[config.mk]
export PLATFORM = sky130hd
export DESIGN_NAME = crc32_frame_ctrl
export DESIGN_NICKNAME = d
export VERILOG_FILES = /design/src/rtl/crc32_pkg.sv /design/src/rtl/crc32_tail_ser.sv /design/src/rtl/crc32_frame_ctrl.sv
export SDC_FILE = /design/constraint.sdc
export NUM_CORES = 1
export LEC_CHECK = 0
export ABC_AREA = 1
export CAP_MARGIN = 20
export CORE_MARGIN = 5
export CORE_UTILIZATION = 40
export DETAILED_ROUTE_END_ITERATION = 8
export SKIP_LAST_GASP = 1
export SLEW_MARGIN = 5
export SYNTH_ARGS = -nofsm -noshare
export SYNTH_HDL_FRONTEND = slang
export SYNTH_HIERARCHICAL = 1
export SYNTH_SLANG_ARGS = --single-unit
[constraint.sdc]
create_clock -name clk -period 5.1 [get_ports clk]
set_clock_uncertainty 0.15 [all_clocks]
set_input_delay 0.765 -clock clk [delete_from_list [all_inputs] [get_ports clk]]
set_output_delay 0.765 -clock clk [all_outputs]
set_load 0.02 [all_outputs]
[src/rtl/crc32_pkg.sv]
// Shared CRC-32 (IEEE 802.3, reflected) constants, FSM state type and step functions.
// Lane 0 of a beat is the first byte on the wire; each byte is consumed LSB first.
package crc32_pkg;

  function automatic logic [31:0] reflect32(input logic [31:0] v);
    logic [31:0] r;
    for (int i = 0; i < 32; i++) r[i] = v[31-i];
    return r;
  endfunction

  localparam logic [31:0] CRC32_POLY      = 32'h04C11DB7;
  localparam logic [31:0] CRC32_POLY_REFL = reflect32(CRC32_POLY);
  localparam logic [31:0] CRC32_INIT      = 32'hFFFFFFFF;
  localparam logic [31:0] CRC32_XOROUT    = 32'hFFFFFFFF;
  localparam logic [31:0] CRC32_RESIDUE   = 32'hDEBB20E3;

  typedef enum logic [1:0] {ST_IDLE, ST_BODY, ST_TAIL, ST_DONE} state_t;

  function automatic logic [31:0] crc32_step8(input logic [31:0] c, input logic [7:0] d);
    logic [31:0] r;
    r = c;
    for (int i = 0; i < 8; i++) r = (r >> 1) ^ (CRC32_POLY_REFL & {32{r[0] ^ d[i]}});
    return r;
  endfunction

  function automatic logic [31:0] crc32_step64(input logic [31:0] c, input logic [63:0] d);
    logic [31:0] r;
    r = c;
    for (int i = 0; i < 8; i++) r = crc32_step8(r, d[8*i +: 8]);
    return r;
  endfunction

  // Number of enabled lanes counted from lane 0 up to the first cleared bit.
  function automatic logic [3:0] keep_len(input logic [7:0] keep);
    logic [3:0] n;
    logic       run;
    n   = '0;
    run = 1'b1;
    for (int i = 0; i < 8; i++) begin
      run = run & keep[i];
      n   = n + {3'b000, run};
    end
    return n;
  endfunction

endpackage

[src/rtl/crc32_tail_ser.sv]
// Byte-serial tail folder: holds the leftover lanes of a partial last beat and
// offers one byte step per cycle; done flags the final byte.
module crc32_tail_ser
  import crc32_pkg::*;
(
  input  logic        clk,
  input  logic        rst_n,
  input  logic        load,
  input  logic        flush,
  input  logic        step,
  input  logic [55:0] load_bytes,
  input  logic [2:0]  load_count,
  input  logic [31:0] crc_in,
  output logic [31:0] crc_next,
  output logic        done
);

  logic [55:0] shift_reg;
  logic [2:0]  count_reg;

  always_ff @(posedge clk or negedge rst_n) begin
    if (!rst_n) begin
      shift_reg <= '0;
      count_reg <= '0;
    end else if (flush) begin
      count_reg <= '0;
    end else if (load) begin
      shift_reg <= load_bytes;
      count_reg <= load_count;
    end else if (step && count_reg != 3'd0) begin
      shift_reg <= shift_reg >> 8;
      count_reg <= count_reg - 3'd1;
    end
  end

  assign crc_next = crc32_step8(crc_in, shift_reg[7:0]);
  assign done     = (count_reg == 3'd1);

endmodule

[src/rtl/crc32_frame_ctrl.sv]
// Frame sequencer for the 64-bit CRC-32 datapath: full beats fold in one cycle,
// partial tails fold byte-serially, one FCS pulse per frame. Option: CRC_CHECK_EN adds crc_ok.
module crc32_frame_ctrl
  import crc32_pkg::*;
#(
  parameter int DATA_BITS = 64,
  parameter int CRC_BITS  = 32
) (
  input  logic                 clk,
  input  logic                 rst_n,
  input  logic [DATA_BITS-1:0] s_data,
  input  logic [7:0]           s_keep,
  input  logic                 s_valid,
  input  logic                 s_last,
  output logic                 s_ready,
  input  logic                 abort,
  output logic                 crc_valid,
  output logic [CRC_BITS-1:0]  crc_value
`ifdef CRC_CHECK_EN
  ,
  output logic                 crc_ok
`endif
);

  state_t              state;
  logic [CRC_BITS-1:0] crc_reg;
  logic                accept, is_last, full_last, empty_last;
  logic                tail_load, tail_done, fin_now;
  logic [3:0]          tail_len;
  logic [31:0]         word_crc, tail_crc, fin_crc;

  assign accept     = s_valid && s_ready;
  assign tail_len   = keep_len(s_keep);
  assign word_crc   = crc32_step64(crc_reg, s_data);
  assign is_last    = accept && s_last;
  assign full_last  = is_last && tail_len[3];
  assign empty_last = is_last && (tail_len == 4'd0);
  assign tail_load  = is_last && !tail_len[3] && (tail_len != 4'd0) && !abort;

  // The pulse is registered on the edge that enters DONE, so it is visible for the DONE cycle.
  assign fin_now = !abort && ((state == ST_TAIL) ? tail_done : (full_last || empty_last));
  assign fin_crc = (state == ST_TAIL) ? tail_crc : (tail_len[3] ? word_crc : crc_reg);

  crc32_tail_ser u_tail (
    .clk        (clk),
    .rst_n      (rst_n),
    .load       (tail_load),
    .flush      (abort),
    .step       (state == ST_TAIL),
    .load_bytes (s_data[55:0]),
    .load_count (tail_len[2:0]),
    .crc_in     (crc_reg),
    .crc_next   (tail_crc),
    .done       (tail_done)
  );

  always_ff @(posedge clk or negedge rst_n) begin
    if (!rst_n) begin
      state     <= ST_IDLE;
      crc_reg   <= CRC32_INIT;
      s_ready   <= 1'b0;
      crc_valid <= 1'b0;
      crc_value <= '0;
`ifdef CRC_CHECK_EN
      crc_ok    <= 1'b0;
`endif
    end else begin
      crc_valid <= fin_now;
      if (fin_now) begin
        crc_value <= fin_crc ^ CRC32_XOROUT;
`ifdef CRC_CHECK_EN
        crc_ok    <= (fin_crc == CRC32_RESIDUE);
`endif
      end
      if (abort) begin
        state   <= ST_IDLE;
        crc_reg <= CRC32_INIT;
        s_ready <= 1'b1;
      end else begin
        case (state)
          ST_IDLE, ST_BODY: begin
            if (accept && !s_last) begin
              crc_reg <= word_crc;
              state   <= ST_BODY;
            end else if (is_last) begin
              s_ready <= 1'b0;
              if (fin_now) begin
                crc_reg <= fin_crc;
                state   <= ST_DONE;
              end else begin
                state   <= ST_TAIL;
              end
            end else begin
              s_ready <= 1'b1;
            end
          end
          ST_TAIL: begin
            crc_reg <= tail_crc;
            if (tail_done) state <= ST_DONE;
          end
          ST_DONE: begin
            crc_reg <= CRC32_INIT;
            state   <= ST_IDLE;
            s_ready <= 1'b1;
          end
          default: state <= ST_IDLE;
        endcase
      end
    end
  end

endmodule

# Word-level counts from Yosys, hierarchy flattened
# Cells that the tools add are included.
[classes] bitwise=153 div=0 addsub=8 shifts=0 n_mux=23 n_lt_le_gt_ge=0 eq_ne=8 multipliers=0 n_reduce_logical=26
[op_table] cell="31-bit by 32-bit bitwise XOR with 32-bit output" count=72
[op_table] cell="32-bit two-way mux" count=6
[op_table] cell="56-bit two-way mux" count=2
[op_table] cell="32-bit one-hot mux with 3 select lines" count=1
[op_table] cell="1-bit bitwise XOR" count=72
[op_table] cell="32-bit NOT" count=1
[op_table] cell="4-bit by 1-bit adder with 4-bit output" count=4
[op_table] cell="1-bit logical AND" count=10
[op_table] cell="3-bit two-way mux" count=3
[op_table] cell="3-bit nonzero test" count=3
[op_table] cell="2-bit two-way mux" count=4
[op_table] cell="4-bit != test, second input constant" count=2
[op_table] cell="2-bit AND reduction" count=4
[op_table] cell="1-bit bitwise AND" count=7
[op_table] cell="3-bit != test, second input constant" count=2
[op_table] cell="2-bit one-hot mux with 3 select lines" count=1
[op_table] cell="1-bit two-way mux" count=5
[op_table] cell="3-bit by 1-bit adder with 4-bit output" count=1
[op_table] cell="2-bit == test, second input constant" count=2
[op_table] cell="4-bit zero test" count=1
[op_table] cell="4-bit nonzero test" count=1
[op_table] cell="2-bit by 1-bit adder with 3-bit output" count=1
[op_table] cell="3-bit by 1-bit == test with 1-bit output, second input constant" count=1
[op_table] cell="1-bit zero test" count=3
[op_table] cell="other kinds (9)" count=9
[totals] n_memories=0 in_bits=77 romBits=0 ram_bits=0 regBits=127 output_inout_bits=34 elab_cells=225 latchBits=0

# Longest topological paths before layout
[depth] word_depth=135 depth_mapped=57

# Modules after synthesis
# Netlist, hierarchy kept.
[by_module_without_submodules] mod="crc32_frame_ctrl" area_each_um2=14973.1 instances=1 cells_each=2779
[by_module_without_submodules] mod="crc32_tail_ser" area_each_um2=4070.2 instances=1 cells_each=516

# Worst setup path after synthesis
# Ideal clock, no wire load.
[synth_timing] kind="input -> register" start="input s_data[0]" end="register crc_reg[21]" slack_ps=-98 path_stages=49 arrival_ps=4980 setup_ps=68 n_path_buf=3 cell_sequence="inv_1 nand2_1 nand2_4 nand2_2 nand2_4 buf_12 nand3_4 nand2_2 buf_6 nor2_4 nor2_4 nand2_2 nand2_4 nand2_2 nand2_2 nand2_2 nand2_4 inv_2 [... 13 more ...] nand2_4 nand2_4 nand2_2 nand2_2 inv_1 nand2_2 nand2_4 nand2_2 nand3_1 nand2_2 buf_6 xor2_1 nand2_1 nand3_1 nand2_1 nand2_1 nand2_1 a21oi_2"
[synth_between] elab_chain_cells=82
[synth_lines] element="from (decl)" line="crc32_frame_ctrl.sv:11" source="input logic [DATA_BITS-1:0] s_data,"
[synth_lines] element="1-bit bitwise XOR *" line="crc32_pkg.sv:22" source="for (int i = 0; i < 8; i++) r = (r >> 1) ^ (CRC32_POLY_REFL & {32{r[0] ^ d[i]}});"
[synth_lines] element="31-bit by 32-bit bitwise XOR with 32-bit output * (6 in series)" line="crc32_pkg.sv:22"
[synth_lines] element="1-bit bitwise XOR or 31-bit by 32-bit bitwise XOR with 32-bit output (tied branches)" line="crc32_pkg.sv:22"
[synth_lines] element="31-bit by 32-bit bitwise XOR with 32-bit output * (6 in series)" line="crc32_pkg.sv:22"
[synth_lines] element="1-bit bitwise XOR or 31-bit by 32-bit bitwise XOR with 32-bit output (tied branches)" line="crc32_pkg.sv:22"
[synth_lines] element="31-bit by 32-bit bitwise XOR with 32-bit output * (6 in series)" line="crc32_pkg.sv:22"
[synth_lines] element="1-bit bitwise XOR or 31-bit by 32-bit bitwise XOR with 32-bit output (tied branches)" line="crc32_pkg.sv:22"
[synth_lines] element="31-bit by 32-bit bitwise XOR with 32-bit output * (6 in series)" line="crc32_pkg.sv:22"
[synth_lines] element="[... 42 more ...]"
[synth_lines] element="1-bit bitwise XOR or 31-bit by 32-bit bitwise XOR with 32-bit output (tied branches)" line="crc32_pkg.sv:22"
[synth_lines] element="31-bit by 32-bit bitwise XOR with 32-bit output * (4 in series)" line="crc32_pkg.sv:22"
[synth_lines] element="32-bit two-way mux (2 in series)" line="crc32_frame_ctrl.sv:42" source="assign fin_crc = (state == ST_TAIL) ? tail_crc : (tail_len[3] ? word_crc : crc_reg);"
[synth_lines] element="32-bit two-way mux" line="crc32_frame_ctrl.sv:87" source="if (fin_now) begin"
[synth_lines] element="32-bit two-way mux" line="crc32_frame_ctrl.sv:85" source="end else if (is_last) begin"
[synth_lines] element="32-bit two-way mux *" line="crc32_frame_ctrl.sv:82" source="if (accept && !s_last) begin"
[synth_lines] element="32-bit one-hot mux with 3 select lines *" line="crc32_frame_ctrl.sv:80" source="case (state)"
[synth_lines] element="32-bit two-way mux *" line="crc32_frame_ctrl.sv:75" source="if (abort) begin"
[synth_lines] element="to (signal assigned)" line="crc32_frame_ctrl.sv:83" source="crc_reg <= word_crc;"
[synth_lines] element="to (signal assigned)" line="crc32_frame_ctrl.sv:88" source="crc_reg <= fin_crc;"
[synth_lines] element="to (signal assigned)" line="crc32_frame_ctrl.sv:98" source="crc_reg <= tail_crc;"
[synth_lines] element="to (decl)" line="crc32_frame_ctrl.sv:26" source="logic [CRC_BITS-1:0] crc_reg;"
# Mark *: on every way between the ends. The rest lies on a longest branch, timed or not. The select of a mux whose other input is x is not followed.
# A chain may end at the register's enable or synchronous reset.

# Worst setup path in the final report
[layout_timing] start="register crc_reg[0]" end="register crc_reg[22]"
[layout_between] elab_chain_cells=81
[layout_lines] element="1-bit bitwise XOR" line="crc32_pkg.sv:22"
[layout_lines] element="31-bit by 32-bit bitwise XOR with 32-bit output (6 in series)" line="crc32_pkg.sv:22"
[layout_lines] element="1-bit bitwise XOR or 31-bit by 32-bit bitwise XOR with 32-bit output (tied branches)" line="crc32_pkg.sv:22"
[layout_lines] element="31-bit by 32-bit bitwise XOR with 32-bit output (2 in series)" line="crc32_pkg.sv:22"
[layout_lines] element="31-bit by 32-bit bitwise XOR with 32-bit output or 1-bit bitwise XOR (tied branches) (2 in series)" line="crc32_pkg.sv:22"
[layout_lines] element="31-bit by 32-bit bitwise XOR with 32-bit output (2 in series)" line="crc32_pkg.sv:22"
[layout_lines] element="1-bit bitwise XOR or 31-bit by 32-bit bitwise XOR with 32-bit output (tied branches)" line="crc32_pkg.sv:22"
[layout_lines] element="31-bit by 32-bit bitwise XOR with 32-bit output (2 in series)" line="crc32_pkg.sv:22"
[layout_lines] element="[... 53 more ...]"
[layout_lines] element="31-bit by 32-bit bitwise XOR with 32-bit output or 1-bit bitwise XOR (tied branches) (2 in series)" line="crc32_pkg.sv:22"
[layout_lines] element="31-bit by 32-bit bitwise XOR with 32-bit output (2 in series)" line="crc32_pkg.sv:22"
[layout_lines] element="32-bit two-way mux (2 in series)" line="crc32_frame_ctrl.sv:42"
[layout_lines] element="32-bit two-way mux" line="crc32_frame_ctrl.sv:87"
[layout_lines] element="32-bit two-way mux" line="crc32_frame_ctrl.sv:85"
[layout_lines] element="32-bit two-way mux" line="crc32_frame_ctrl.sv:82"
[layout_lines] element="32-bit one-hot mux with 3 select lines *" line="crc32_frame_ctrl.sv:80"
[layout_lines] element="32-bit two-way mux *" line="crc32_frame_ctrl.sv:75"
# Marks and branches as above.

==> metrics.md <==
| Metric | Value |
|---|---|
| Via count | `23943` |
| Drt wl/cell | `17.7 µm` |
| TritonRoute pass-1 iters | `6` |
| Vias per cell | `5.21` |
| Synth top area share | `27.1%` |
| CTS max path bufs | `2` |
| Largest net degree at the start of global routing | `92` |
| Top-count cell post-synth | `nand2_1` |
| Critical path arrival | `6.18 ns` |
| Critical path launch point | `crc_reg[0]` |
| Cell count after synthesis | `3295` |
| Starting Density | `40.1%` |
| Dominant synthesized flop cell | `dfrtp_1` |
| Status | `complete, but fails checks` |
| Final net count | `4052` |
| Count of input and output buffers | `110` |
| # setup viols final | `120` |
| Area post-placement | `24500 µm²` |
| Detailed Place HPWL | `61400 µm` |
| Worst path max stage delay | `0.69 ns` |
| Final RePlAce weighted congestion | `0.975` |
| Final core utilization | `64.4%` |
| Row count | `80` |
| Critical Path RT | `5.38 ns` |
| Total length of routed wires | `81500 µm` |
| Commonest cells in the netlist | `nand2_1, nand3_1, inv_1` |
| GRT overflow | `0` |
| IO Count | `111` |
| Most frequent CP cell | `nand2_2` |
| Worst relative slew slack | `36.9%` |
| Post-synthesis cell area | `19000 µm²` |
| Initial antenna violation count | `0` |
| Place WS | `-1.73 ns` |
| Mean Syn Cell Area | `5.78 µm²` |
| Crit path launch type | `flip-flop` |
| CTS clk-pin slew, worst paths | `0.07 ns` |
| Unrepaired setup endpoints after global routing | `true` |
| CP endpoint kind | `flip-flop` |
| Die Height | `228 µm` |
| Final WS setup | `-0.794 ns` |
| Crit path max-delay family | `simple AND/OR/NAND/NOR gates` |
| Peak Freq | `170 MHz` |
| Period utilization | `116%` |
| Post-synth EDFFs | `0` |
| Distinct cell type count after synthesis | `52` |
| Die width | `228 µm` |
| Layout cell share with drive strength beyond 1 | `43.3%` |
| Final Hold Viols | `0` |
| Post-route ant nets | `0` |
| Non-filler cells, final | `4594` |
| Tot GR Track Use | `29.4%` |
| Reg2Reg Launch Point | `crc_reg[0]` |
| Synth Register Bits | `127` |
| ANT cells | `0` |
| Maxcap violations | `0` |
| WS Path Type | `reg2reg` |
| WP buf/inv | `7` |
| Slew @ Worst Pin | `0.946 ns` |
| H-tree levels | `4` |
| Layout area overhead | `60.6%` |
| Die area | `52100 µm²` |
| Tmin final | `5.89 ns` |
| CTS tree | `built` |
| Placed cell count | `4434` |
| CTS Buf Count | `17` |
| Final Cell Area | `30600 µm²` |
| Syn_nets | `3381` |
| Iteration-0 DRC Markers | `2216` |
| Final routed DRC violation total | `0` |
| Clock latency on the worst-skew pair | `0.50 ns` |
| Root buf cell | `clkbuf_16` |
| Slowest cell on crit path | `dfstp_2` |
| First-pass GRT wire length | `122000 µm` |
| CORE AREA | `47400 µm²` |
| Max reg flops | `56` |
| Min-delay worst type | `in2async` |
| Async S/R FF share, synth | `100%` |
| Register area share after synthesis | `16.9%` |
| Crit Path Max Fanout | `6` |
| Clk sinks | `127` |
| Failing checks | `setup timing` |
| Ys Warns | `6` |
| Final Max Tran Viols | `0` |
| Vias in the first global route | `22323` |
| Leading area contributor after synthesis | `nand2_1` |
| Area contributors post-synth | `nand2_1, dfrtp_1, nand3_1` |
==> metal layers <==
metal	global-route usage, %	vias to the layer above	part of all wire (%)
li1	-	11642	-
met3	4.45	211	6.8
met1	38.1	11116	41
met4	13.2	0	5.1
met2	48.5	974	47
met5	0	-	0
==> per-stage QoR <==
stage,hold slack (ns),setup TNS (ns)
detailed placement,0.322,-143.11
global placement,0.318,-140.97
CTS,0.229,-43.86
floorplan,0.317,-0.132
global route,0.274,-99.08
finish,0.230,-61.22
==> cell type report <==
type                       count  area [µm²]
clock buffer                  18         439
clock inverter                14         146
timing repair buffer         709        6080
tap                          615         769
fill                        4139       16900
sequential                   127        3220
inverter                     422        1690
multi-input combinational   2689       18200
==> final timing paths <==
check / endpoint / slack [ns] / cells after the start
min in group clk: crc_value[2] / 0.33 / 2
max in group asynchronous: u_tail/shift_reg[37] / 3.47 / 2
worst max register to register: crc_reg[22] / -0.79 / 46
worst min register to register: crc_value[2] / 0.33 / 2
worst max-delay path: crc_reg[22] / -0.79 / 46
worst min-delay path: crc_value[23] / 0.23 / 1
==> cells in the final DEF, fill, tap and decap left out, drive strengths merged, types with 2 or more instances in the layout <==
master | Yosys | routed
nand3 | 427 | 427
o22ai | 10 | 10
fa | 3 | 3
a21oi | 62 | 62
clkdlybuf4s15 | 0 | 2
clkinv | 1 | 6
dfstp | 32 | 32
nand2 | 1625 | 1630
inv | 421 | 428
clkdlybuf4s50 | 0 | 95
xor2 | 167 | 167
nand4 | 7 | 7
buf | 26 | 600
ha | 6 | 6
dfrtp | 95 | 95
dlygate4sd2 | 0 | 8
o21ai | 146 | 146
nor2 | 82 | 82
clkbuf | 36 | 22
o211ai | 47 | 47
nand3b | 19 | 19
xnor2 | 63 | 63
or2 | 12 | 12
==> cell families (layout without fill, tap and decap cells) <==
| family | Yosys count | after routing | share of synthesized area, % |
|---|---|---|---|
| AOI/OAI and AO/OA | 272 | 272 | 8.04 |
| buffers and inverters | 484 | 1163 | 10.2 |
| and+or+nand+nor | 2173 | 2178 | 53.1 |
| adders and majority gates | 9 | 9 | 0.710 |
| xor gates and xnor gates | 230 | 230 | 11.1 |
| DFF | 127 | 127 | 16.9 |
==> timing repair <==
action,4_1_cts,5_1_grt
gates resized for setup,718,356
gates cloned,5,0
hold buffers,0,0
endpoints found under the setup margin,120,124
setup buffers,87,43
pin swaps,234,200
Power is left out: the tool's default activity adds up to more than one toggle a clock period on the data nets, which glitch-free logic cannot reach.
